**src/rtl/booth_datapath.sv**
```systemverilog
// Register/arithmetic datapath of the Booth multiplier: A, Q, Q-1 and M registers
// driven by per-cycle control codes, with product capture on the rising edge of done_sig.
module booth_datapath #(
    parameter int WIDTH = 4
) (
    input  logic                 clock,
    input  logic                 reset,
    input  logic [WIDTH-1:0]     multiplicand,
    input  logic [WIDTH-1:0]     multiplier,
    input  logic                 M_sig,
    input  logic                 adder_sig,
    input  logic [1:0]           A_sig,
    input  logic [1:0]           Q_sig,
    input  logic                 done_sig,
    output logic [1:0]           Q_in,
    output logic [2*WIDTH-1:0]   product,
    output logic                 product_valid
);

    typedef enum logic [1:0] {
        OP_LOAD  = 2'b00,
        OP_RESET = 2'b01,
        OP_SHIFT = 2'b10,
        OP_HOLD  = 2'b11
    } reg_op_e;

    logic [WIDTH:0]   a_q;
    logic [WIDTH-1:0] q_q;
    logic             q_m1;
    logic [WIDTH-1:0] m_q;
    logic             done_r;

    logic [WIDTH:0]   m_ext;
    logic [WIDTH:0]   a_sum;
    logic             done_rise;
    reg_op_e          a_op;
    reg_op_e          q_op;

    // A is one bit wider than the operands so that subtracting M = -2^(WIDTH-1) cannot overflow.
    assign m_ext     = {m_q[WIDTH-1], m_q};
    assign a_sum     = adder_sig ? (a_q - m_ext) : (a_q + m_ext);
    assign done_rise = done_sig && !done_r;
    assign a_op      = reg_op_e'(A_sig);
    assign q_op      = reg_op_e'(Q_sig);
    assign Q_in      = {q_q[0], q_m1};

    always_ff @(posedge clock) begin
        if (reset) begin
            a_q           <= '0;
            q_q           <= '0;
            q_m1          <= 1'b0;
            m_q           <= '0;
            done_r        <= 1'b0;
            product       <= '0;
            product_valid <= 1'b0;
        end else begin
            // NOTE: non-blocking assignments make every register below read pre-edge values,
            // which is what lets A Shift and Q Shift form one combined {A,Q,Q-1} shift.
            unique case (a_op)
                OP_LOAD:  a_q <= a_sum;
                OP_RESET: a_q <= '0;
                OP_SHIFT: a_q <= {a_q[WIDTH], a_q[WIDTH:1]};
                OP_HOLD:  a_q <= a_q;
            endcase

            unique case (q_op)
                OP_LOAD: begin
                    q_q  <= multiplier;
                    q_m1 <= 1'b0;
                end
                OP_RESET: begin
                    q_q  <= '0;
                    q_m1 <= 1'b0;
                end
                OP_SHIFT: begin
                    q_q  <= {a_q[0], q_q[WIDTH-1:1]};
                    q_m1 <= q_q[0];
                end
                OP_HOLD: begin
                    q_q  <= q_q;
                    q_m1 <= q_m1;
                end
            endcase

            if (M_sig) begin
                m_q <= multiplicand;
            end

            done_r        <= done_sig;
            product_valid <= done_rise;
            if (done_rise) begin
                product <= {a_q[WIDTH-1:0], q_q};
            end
        end
    end

endmodule

```
**config.mk**
```make
export PLATFORM = sky130hd
export DESIGN_NAME = booth_datapath
export DESIGN_NICKNAME = d
export VERILOG_FILES = /design/src/rtl/booth_datapath.sv
export SDC_FILE = /design/constraint.sdc
export NUM_CORES = 1
export LEC_CHECK = 0
export ABC_AREA = 1
export BUFFER_PORTS_ARGS = -buffer_cell sky130_fd_sc_hd__clkbuf_2
export CAP_MARGIN = 5
export CORE_MARGIN = 1.5
export CORE_UTILIZATION = 52
export CTS_CLUSTER_DIAMETER = 120
export DETAILED_ROUTE_END_ITERATION = 8
export PLACE_DENSITY = 0.87
export SLEW_MARGIN = 15
export SYNTH_ARGS = -nofsm -noshare
export SYNTH_HDL_FRONTEND = slang
export SYNTH_SLANG_ARGS = --single-unit
```
**constraint.sdc**
```tcl
create_clock -name clock -period 2.05 [get_ports clock]
set_input_delay 0.1025 -clock clock [delete_from_list [all_inputs] [get_ports clock]]
set_output_delay 0.1025 -clock clock [all_outputs]
set_load 0.1 [all_outputs]
```
==> impl_metrics.py, run 1 <==
metrics = {
    "routing": {
        "vias_per_cell": 5.25,
        "drtIter0Drc": 28,
        "drtAntennaViolNets": 0,
        "drc_errors": 0,
        "drt-total-wl_um": 2690,
        "vias": 1156,
        "drtPass1Iterations": 4,
        "routedWlPerCell_um": 12.2,
    },
    "final_layout": {
        "layout-drive-gt1-share_pct": 25.0,
        "stdcell_area_um2": 1430,
        "final_common_cell": "clkbuf_2",
        "most-common-layout-cells": "clkbuf_2 (27), dfxtp_1 (24), nor2_1 (20), a21oi_1 (17), o21ai_1 (16)",
        "stdcell_count": 220,
        "antennaDiodeCount": 0,
        "syn_to_final_growth_pct": 15.9,
        "final_nets": 220,
    },
    "place": {
        "hpwl_um": 2030,
        "globalplace.congestion": 0.868,
        "numPortBuffers": 27,
        "dpl_cell_area_um2": 1380,
        "dpl.cell_count": 214,
    },
    "sta": {
        "setup_tns_ps": 0,
        "setup_violations": 0,
        "slew_viol_final": 0,
        "fin_skew_ps": 0.690,
        "tightest_slew_ps": 544,
        "hold_viol": 0,
        "timing.final.crit_share_pct": 90.7,
        "rsz0062_at_grt": "false",
        "hold_ws_ps": 4.85,
        "fin_crit_ps": 1860,
        "fmax_mhz": 538,
        "timing.slew.headroom_pct": 63.9,
    },
    "floorplanning": {
        "io_pins": 28,
        "die_w_um": 51.8,
        "fp-row-count": 17,
        "die_y_um": 51.8,
        "start_util_pct": 55.4,
        "core-area_um2": 2230,
        "die-area_um2": 2680,
    },
    "worst_setup_path": {
        "r2r-start": "m_q[0]",
        "cp_max_fo": 5,
        "path_delay_family": "adder cells",
        "crit_chain": "inv_1 -> ha_1 -> nor2_1 -> nor2_1 -> a22oi_1 -> ha_1 -> nand2_1 -> inv_1 -> a21oi_1 -> nand3_2 -> nand3_2 -> a21oi_2",
        "critical-path-max-stage-delay_ps": 350,
        "crit_buf_inv": 2,
        "crit_required_ps": 2280,
        "crit_start": "m_q[0]",
        "arrival_ps": 2090,
        "crit_slowest_cell": "dfxtp_1",
        "reg2reg_slack_ps": 190,
        "critical_path_class": "reg -> reg",
        "crit_path_start_kind": "flip-flop",
        "cp-end-kind": "flip-flop",
    },
    "power": {
        "swShare_pct": 38.2,
        "internal_power_mw": 0.724,
        "peakVddDrop_mv": 0.673,
        "p_sw_mw": 0.448,
        "p_comb_share_pct": 32.3,
        "p_per_area_nw_per_um2": 818,
        "p_leak_nw": 0.688,
        "p_seq_share_pct": 45.8,
        "p_clk_share_pct": 21.9,
    },
    "grt": {
        "grt_antenna_before_repair": 0,
        "grt-ovfl-total": 0,
        "grt_max_degree": 22,
        "first_global_vias": 1011,
        "grt_pass1_wl_um": 4360,
        "grt_use_total_pct": 21.9,
    },
    "worst_hold_path": {
        "min_from": "multiplicand[3]",
        "hold_path_class": "in -> reg",
    },
    "synth": {
        "ys_ff_latch": 24,
        "synth_edf_count": 0,
        "synth_area_per_cell_um2": 7.54,
        "synthCells": 164,
        "async_flop_share_pct": 0,
        "synthesis.area_um2": 1240,
        "synth_seq_area_share_pct": 38.9,
        "synth.distinct_cells": 20,
        "yosys_most_used_dff": "dfxtp_1",
        "synth_nets": 191,
        "yosysWarnings": 0,
    },
    "clocking": {
        "cts.reportedPaths.clkPinSlew_ps": 140,
        "cts_tree": "done",
        "clock_latency_ps": 320,
        "cts.path.max_buffers": 2,
        "cts_buffers": 3,
        "cts-root-buf": "clkbuf_4",
        "cts_setup_buffers": 0,
        "ctsHtreeMaxLevel": 1,
        "cts.sinks": 24,
    },
    "run_status": {
        "status": "finished, final reports clean",
    },
    "run": {
        "drv_cap": 0,
    },
}
worst reg2reg max path: stages, from the launching register on:
cell	delay (ps)
dfxtp_1	350
inv_1	70
ha_1	200
nor2_1	100
nor2_1	50
a22oi_1	160
ha_1	310
nand2_1	90
inv_1	50
a21oi_1	160
nand3_2	100
nand3_2	80
a21oi_2	50
kinds of logic after synthesis:
family | share of synthesized area [%]
flip-flops | 38.9
XOR/XNOR | 0.709
AO/OA/AOI/OAI | 23.4
buffers and inverters | 9.41
AND/OR/NAND/NOR | 16.9
adder cells (fa/ha/maj) | 10.7
area by class of cell:
class,instances,area (µm²)
clock buffer,4,36.3
fill,205,801
inverter,23,86.3
multi-input combinational,112,639
sequential,24,480
tap,28,35.0
timing repair buffer,29,155
per-layer routing:
metal  GRT usage, %  part of all wire (%)  vias to the layer above
li1               -                     -                      602
met1           26.5                    43                      517
met2           40.2                    52                       33
met3           2.59                   4.9                        4
met4           6.58                  0.89                        0
met5              0                     0                        -
power by group through the flow:
stage	sequential (mW)	combinational, mW	clock [mW]
6_report	0.536	0.379	0.257
5_1_grt	0.542	0.417	0.277
3_5_place_dp	0.546	0.371	0
4_1_cts	0.536	0.375	0.255
2_1_floorplan	0.632	0.211	0
3_3_place_gp	0.544	0.358	0
through the flow:
step | power [mW] | utilization, % | setup WS [ps]
2_1_floorplan | 0.843 | - | 359
3_3_place_gp | 0.902 | 61.6 | 287
3_5_place_dp | 0.917 | 61.6 | 201
4_1_cts | 1.17 | 63.7 | 188
5_1_grt | 1.24 | 64.1 | 0.807
6_report | 1.17 | 64.1 | 191
repair_timing:
action,CTS,global route
endpoints found under the hold margin,1,1
endpoints found under the setup margin,0,2
gates resized for setup,0,0
hold buffers,1,1
sequential cells by signal (all words and copies together), names as in the netlist:
register,flops
a_q,5
done_r,1
m_q,4
product,8
product_valid,1
q_m1,1
q_q,4
final timing paths:
path,depth (start not counted),end
min reg2reg,2,m_q[1]
max,12,a_q[4]
max reg2reg,12,a_q[4]
min,3,m_q[3]
cell usage after synthesis, types with 2 or more instances:
| cell | n | share of area (%) |
|---|---|---|
| dfxtp_1 | 24 | 39 |
| nor2_1 | 20 | 6.1 |
| a21oi_1 | 17 | 6.9 |
| o21ai_1 | 16 | 6.5 |
| inv_1 | 14 | 4.3 |
| o21ai_0 | 14 | 5.7 |
| nand2_1 | 13 | 3.9 |
| ha_1 | 9 | 9.1 |
| inv_2 | 9 | 2.7 |
| a31oi_1 | 6 | 3.0 |
| nand3_1 | 6 | 2.4 |
| buf_2 | 3 | 1.2 |
| nand2_2 | 3 | 1.5 |
| nand3_2 | 3 | 2.4 |
| buf_4 | 2 | 1.2 |
Power figures use the tool's default switching activity.
==> run 2: changes to the inputs <==
--- a/config.mk
+++ b/config.mk
@@ -8,11 +8,14 @@
 export ABC_AREA = 1
 export BUFFER_PORTS_ARGS = -buffer_cell sky130_fd_sc_hd__clkbuf_2
 export CAP_MARGIN = 5
+export CELL_PAD_IN_SITES_DETAIL_PLACEMENT = 2
+export CELL_PAD_IN_SITES_GLOBAL_PLACEMENT = 2
 export CORE_MARGIN = 1.5
-export CORE_UTILIZATION = 52
+export CORE_UTILIZATION = 26
 export CTS_CLUSTER_DIAMETER = 120
 export DETAILED_ROUTE_END_ITERATION = 8
-export PLACE_DENSITY = 0.87
+export GPL_TIMING_DRIVEN = 0
+export PLACE_DENSITY = 0.83
 export SLEW_MARGIN = 15
 export SYNTH_ARGS = -nofsm -noshare
 export SYNTH_HDL_FRONTEND = slang
==> constraint.sdc (replaced) <==
create_clock -name clock -period 1.6 [get_ports clock]
set_input_delay 0.08 -clock clock [delete_from_list [all_inputs] [get_ports clock]]
set_output_delay 0.08 -clock clock [all_outputs]
set_load 0.1 [all_outputs]
==> impl_metrics.py, run 2 (synthesized netlist as in run 1, its figures left out) <==
metrics = {
    "run_status": {
        "status": "finished, violations left",
        "violations": "negative setup slack",
    },
    "worst_setup_path": {
        "r2r_cells": 11,
        "reg2reg_slack_ps": -220,
        "crit_required_ps": 1810,
        "cp_max_fo": 4,
        "reg2reg_to": "a_q[2]",
        "critical_path_class": "reg -> reg",
        "cp-end-kind": "flip-flop",
        "r2r-start": "m_q[0]",
        "crit_path_start_kind": "flip-flop",
        "arrival_ps": 2030,
    },
    "floorplanning": {
        "die-area_um2": 5180,
        "die_w_um": 72.0,
        "start_util_pct": 27.6,
        "die_y_um": 72.0,
        "io_pins": 28,
        "core-area_um2": 4470,
        "fp-row-count": 24,
    },
    "power": {
        "p_per_area_nw_per_um2": 1060,
        "peakVddDrop_mv": 0.530,
        "p_leak_nw": 0.744,
        "power_mw": 1.69,
    },
    "sta": {
        "slew_viol_final": 0,
        "rsz0062_at_grt": "true",
        "fin_skew_ps": 4.92,
        "fmax_mhz": 548,
        "hold_viol": 0,
        "setup_tns_ps": -582,
        "fin_ws_ps": -223,
        "timing.final.crit_share_pct": 114,
        "fin_crit_ps": 1820,
        "setup_violations": 4,
        "tightest_slew_ps": 546,
        "timing.slew.headroom_pct": 63.7,
    },
    "clocking": {
        "clock_latency_ps": 270,
        "cts.path.max_buffers": 2,
        "cts.reportedPaths.clkPinSlew_ps": 90,
        "ctsHtreeMaxLevel": 1,
        "cts_tree": "done",
        "cts.sinks": 24,
        "cts-root-buf": "clkbuf_8",
        "cts_buffers": 3,
    },
    "place": {
        "dpl.cell_count": 243,
        "hpwl_um": 2590,
        "globalplace.congestion": 0.759,
        "numPortBuffers": 27,
        "place_ws_ps": -229,
    },
    "routing": {
        "drtIter0Drc": 51,
        "vias_per_cell": 4.92,
        "routedWlPerCell_um": 13.4,
        "drtAntennaViolNets": 0,
        "drc_errors": 0,
        "drt-total-wl_um": 3380,
        "vias": 1246,
        "drtPass1Iterations": 2,
    },
    "grt": {
        "grt_pass1_wl_um": 5600,
        "grt_max_degree": 14,
        "first_global_vias": 1256,
        "grt_antenna_before_repair": 0,
        "grt_use_total_pct": 13.5,
        "grt-ovfl-total": 0,
    },
    "worst_hold_path": {
        "holdPathEnd": "m_q[3]",
        "min_from": "multiplicand[3]",
        "whs_path_depth": 3,
        "hold_path_class": "in -> reg",
    },
    "final_layout": {
        "largest_register_ffs": 8,
        "most-common-layout-cells": "clkbuf_2 (27), dfxtp_1 (22), nor2_1 (19), o21ai_1 (18), a21oi_1 (14)",
        "stdcell_count": 253,
        "final_common_cell": "clkbuf_2",
        "antennaDiodeCount": 0,
        "regMostFlops": "product",
        "final_nets": 229,
        "syn_to_final_growth_pct": 29.6,
        "top_regs": "product x8, a_q x5",
        "layout-drive-gt1-share_pct": 37.3,
    },
    "run": {
        "drv_cap": 0,
    },
}
-- run 2: timing repair --
item | CTS | global route
buffers inserted | 2 | 4
cloned | 0 | 0
pin swaps | 6 | 6
setup endpoints to repair | 4 | 4
hold buffers | 0 | 0
resized for setup | 5 | 8
-- run 2: area by class of cell --
type	count	area (µm²)
plain buffers	5	30.0
clock buffers	4	55.1
fillers	536	2870
inverters	23	88.8
multi-input cells	112	699
flip-flops and latches	24	483
well taps	52	65.1
repair buffers	33	180
-- run 2: report_power, final --
part           switching, mW  total (mW)  internal [mW]
Combinational          0.382       0.581          0.200
Clock                  0.199       0.419          0.220
Sequential            0.0428       0.691          0.648
-- run 2: through the flow --
| step | hold WS (ps) | cell area [µm²] | utilization, % |
|---|---|---|---|
| finish | 35.2 | 1600 | 35.8 |
| global route | 36.8 | 1600 | 35.8 |
| CTS | 32.3 | 1540 | 34.4 |
| detailed placement | 322 | 1450 | 32.3 |
| global placement | 309 | 1450 | 32.3 |
| floorplan | 142 | 1250 | - |
-- run 2: routing by layer --
layer  GRT usage [%]  part of all wire (%)  vias to the layer above
li1                -                     -                      618
met1            16.6                    45                      603
met2            25.2                    52                       21
met3            2.50                   2.8                        4
met4            1.26                  0.41                        0
met5               0                     0                        -
-- run 2: worst max-delay path by stage --
| stage | from | endpoint | slack, ps | cells past startpoint |
|---|---|---|---|---|
| floorplan | m_q[0] | a_q[3] | -6 | 11 |
| global placement | m_q[0] | a_q[3] | -170 | 11 |
| finish | m_q[0] | a_q[2] | -220 | 11 |
| global route | m_q[0] | a_q[3] | -320 | 11 |
| CTS | m_q[0] | a_q[3] | -180 | 11 |
| detailed placement | m_q[0] | a_q[3] | -230 | 11 |
-- run 2: worst max-delay path: stages, from the launching register on --
cell     delay [ps]
dfxtp_2         360
inv_4            50
ha_4            160
nor2_2           70
nor2_1           40
a22oi_1         180
ha_1            310
buf_4           150
buf_4           120
a21oi_1         120
o21ai_1          80
a21oi_1         110
==> run 3: changes to the inputs <==
--- a/config.mk
+++ b/config.mk
@@ -16,6 +16,7 @@
 export DETAILED_ROUTE_END_ITERATION = 8
 export GPL_TIMING_DRIVEN = 0
 export PLACE_DENSITY = 0.83
+export SETUP_SLACK_MARGIN = 0.05
 export SLEW_MARGIN = 15
 export SYNTH_ARGS = -nofsm -noshare
 export SYNTH_HDL_FRONTEND = slang
==> impl_metrics.py, run 3 (synthesized netlist as in run 1, its figures left out) <==
metrics = {
    "worst_setup_path": {
        "crit_path_start_kind": "flip-flop",
        "reg2reg_slack_ps": -200,
        "path_delay_family": "compound AO/OA/AOI/OAI gates",
        "crit_chain": "inv_2 -> ha_4 -> nor2_4 -> nor2_2 -> a22oi_2 -> ha_4 -> a21oi_2 -> nand2_1 -> a21oi_1 -> o21ai_1 -> a21oi_1",
        "crit_buf_inv": 1,
        "arrival_ps": 2010,
        "cp_max_fo": 5,
        "reg2reg_to": "a_q[3]",
        "r2r_cells": 11,
        "critical-path-max-stage-delay_ps": 350,
        "r2r-start": "m_q[0]",
        "crit_slowest_cell": "dfxtp_2",
        "critical_path_class": "reg -> reg",
        "crit_required_ps": 1820,
        "cp-end-kind": "flip-flop",
    },
    "worst_hold_path": {
        "whs_path_depth": 2,
        "min_from": "reset",
        "holdPathEnd": "a_q[4]",
        "hold_path_class": "in -> reg",
    },
    "power": {
        "p_per_area_nw_per_um2": 1120,
        "p_comb_share_pct": 30.6,
        "internal_power_mw": 1.16,
        "swShare_pct": 35.3,
        "p_leak_nw": 0.742,
        "p_seq_share_pct": 38.6,
        "p_clk_share_pct": 30.8,
        "peakVddDrop_mv": 0.445,
        "p_sw_mw": 0.632,
    },
    "routing": {
        "drt-total-wl_um": 3400,
        "drtPass1Iterations": 4,
        "drtAntennaViolNets": 0,
        "drtIter0Drc": 33,
        "routedWlPerCell_um": 13.5,
        "vias_per_cell": 4.86,
        "vias": 1224,
        "drc_errors": 0,
    },
    "clocking": {
        "cts-root-buf": "clkbuf_8",
        "ctsHtreeMaxLevel": 1,
        "cts.sinks": 24,
        "cts.reportedPaths.clkPinSlew_ps": 90,
        "cts_tree": "done",
        "clock_latency_ps": 280,
        "cts_buffers": 3,
        "cts.path.max_buffers": 2,
    },
    "final_layout": {
        "multiInputGateArea_um2": 692,
        "top_regs": "product x8, a_q x5",
        "seqCellArea_um2": 484,
        "layout-drive-gt1-share_pct": 35.5,
        "stdcell_count": 252,
        "regMostFlops": "product",
        "fillers": 525,
        "final_nets": 228,
        "stdcell_area_um2": 1610,
        "fin_util_pct": 35.9,
        "largest_register_ffs": 8,
        "syn_to_final_growth_pct": 30.0,
        "antennaDiodeCount": 0,
        "final_common_cell": "clkbuf_2",
        "most-common-layout-cells": "clkbuf_2 (27), dfxtp_1 (21), nor2_1 (18), o21ai_1 (17), a21oi_1 (15)",
    },
    "sta": {
        "fin_skew_ps": 1.54,
        "fin_ws_ps": -195,
        "setup_violations": 3,
        "fin_crit_ps": 1800,
        "slew_viol_final": 0,
        "timing.slew.headroom_pct": 63.7,
        "rsz0062_at_grt": "true",
        "setup_tns_ps": -346,
        "fmax_mhz": 557,
        "timing.final.crit_share_pct": 112,
        "hold_viol": 0,
        "tightest_slew_ps": 547,
    },
    "place": {
        "globalplace.congestion": 0.730,
        "dpl_cell_area_um2": 1460,
        "numPortBuffers": 27,
        "dpl.cell_count": 243,
        "hpwl_um": 2520,
    },
    "floorplanning": {
        "core-area_um2": 4470,
        "die_w_um": 72.0,
        "io_pins": 28,
        "fp-row-count": 24,
        "start_util_pct": 27.6,
        "die_y_um": 72.0,
        "die-area_um2": 5180,
    },
    "run_status": {
        "status": "finished, violations left",
        "violations": "negative setup slack",
    },
    "grt": {
        "grt_use_total_pct": 14.0,
        "first_global_vias": 1216,
        "grt_pass1_wl_um": 5490,
        "grt-ovfl-total": 0,
        "grt_antenna_before_repair": 0,
        "grt_max_degree": 15,
    },
    "run": {
        "drv_cap": 0,
    },
}
[run 3: cell count changes in the layout (fill, tap and decap cells not counted), sizes merged]
cell         before  now
bufinv            0    1
dlygate4sd3       0    1
buf              11    9
clkbuf           31   30
[run 3: cell type report]
class / count / area share, %
Timing Repair Buffer: 32 / 10.9
Multi-Input combinational cell: 112 / 43.1
Tap cell: 52 / 4.05
Inverter: 23 / 5.53
Clock inverter: 1 / 1.87
Sequential cell: 24 / 30.1
Buffer: 5 / 1.87
Clock buffer: 3 / 2.57
[run 3: timing repair]
action	in CTS	in global routing
resized for setup	1	9
buffers inserted	1	3
hold endpoints to repair	1	0
pin swaps	2	9
hold buffers	1	0
endpoints found under the setup margin	4	4
[run 3: worst max-delay path by stage]
stage               endpoint  startpoint  cells after the start  slack, ps
finish                a_q[3]      m_q[0]                     11       -200
detailed placement    a_q[4]      m_q[0]                     13       -200
CTS                   a_q[3]      m_q[0]                     11       -230
floorplan             a_q[3]      m_q[0]                     11         10
global route          a_q[4]      m_q[2]                     11       -320
global placement      a_q[3]      m_q[0]                     11       -150
[run 3: per-layer routing]
metal  routed length [µm]  vias up  global-route usage [%]
met5                    0        -                       0
met4                   57        0                    6.92
met3                   89        4                    2.50
met2                 1850       17                    26.2
met1                 1400      586                    14.9
li1                     -      617                       -
[run 3: power groups by stage]
stage | Sequential [mW] | Clock (mW) | Combinational, mW
finish | 0.691 | 0.552 | 0.549
global route | 0.699 | 0.590 | 0.604
CTS | 0.689 | 0.577 | 0.531
detailed placement | 0.703 | 0 | 0.510
global placement | 0.701 | 0 | 0.495
floorplan | 0.810 | 0 | 0.283
[run 3: metrics by stage]
stage	setup WS [ps]	power (mW)	hold WS (ps)
4_1_cts	-230	1.80	9.62
5_1_grt	-321	1.89	20.8
6_report	-195	1.79	15.7
2_1_floorplan	9.99	1.09	142
3_3_place_gp	-154	1.20	305
3_5_place_dp	-200	1.21	306
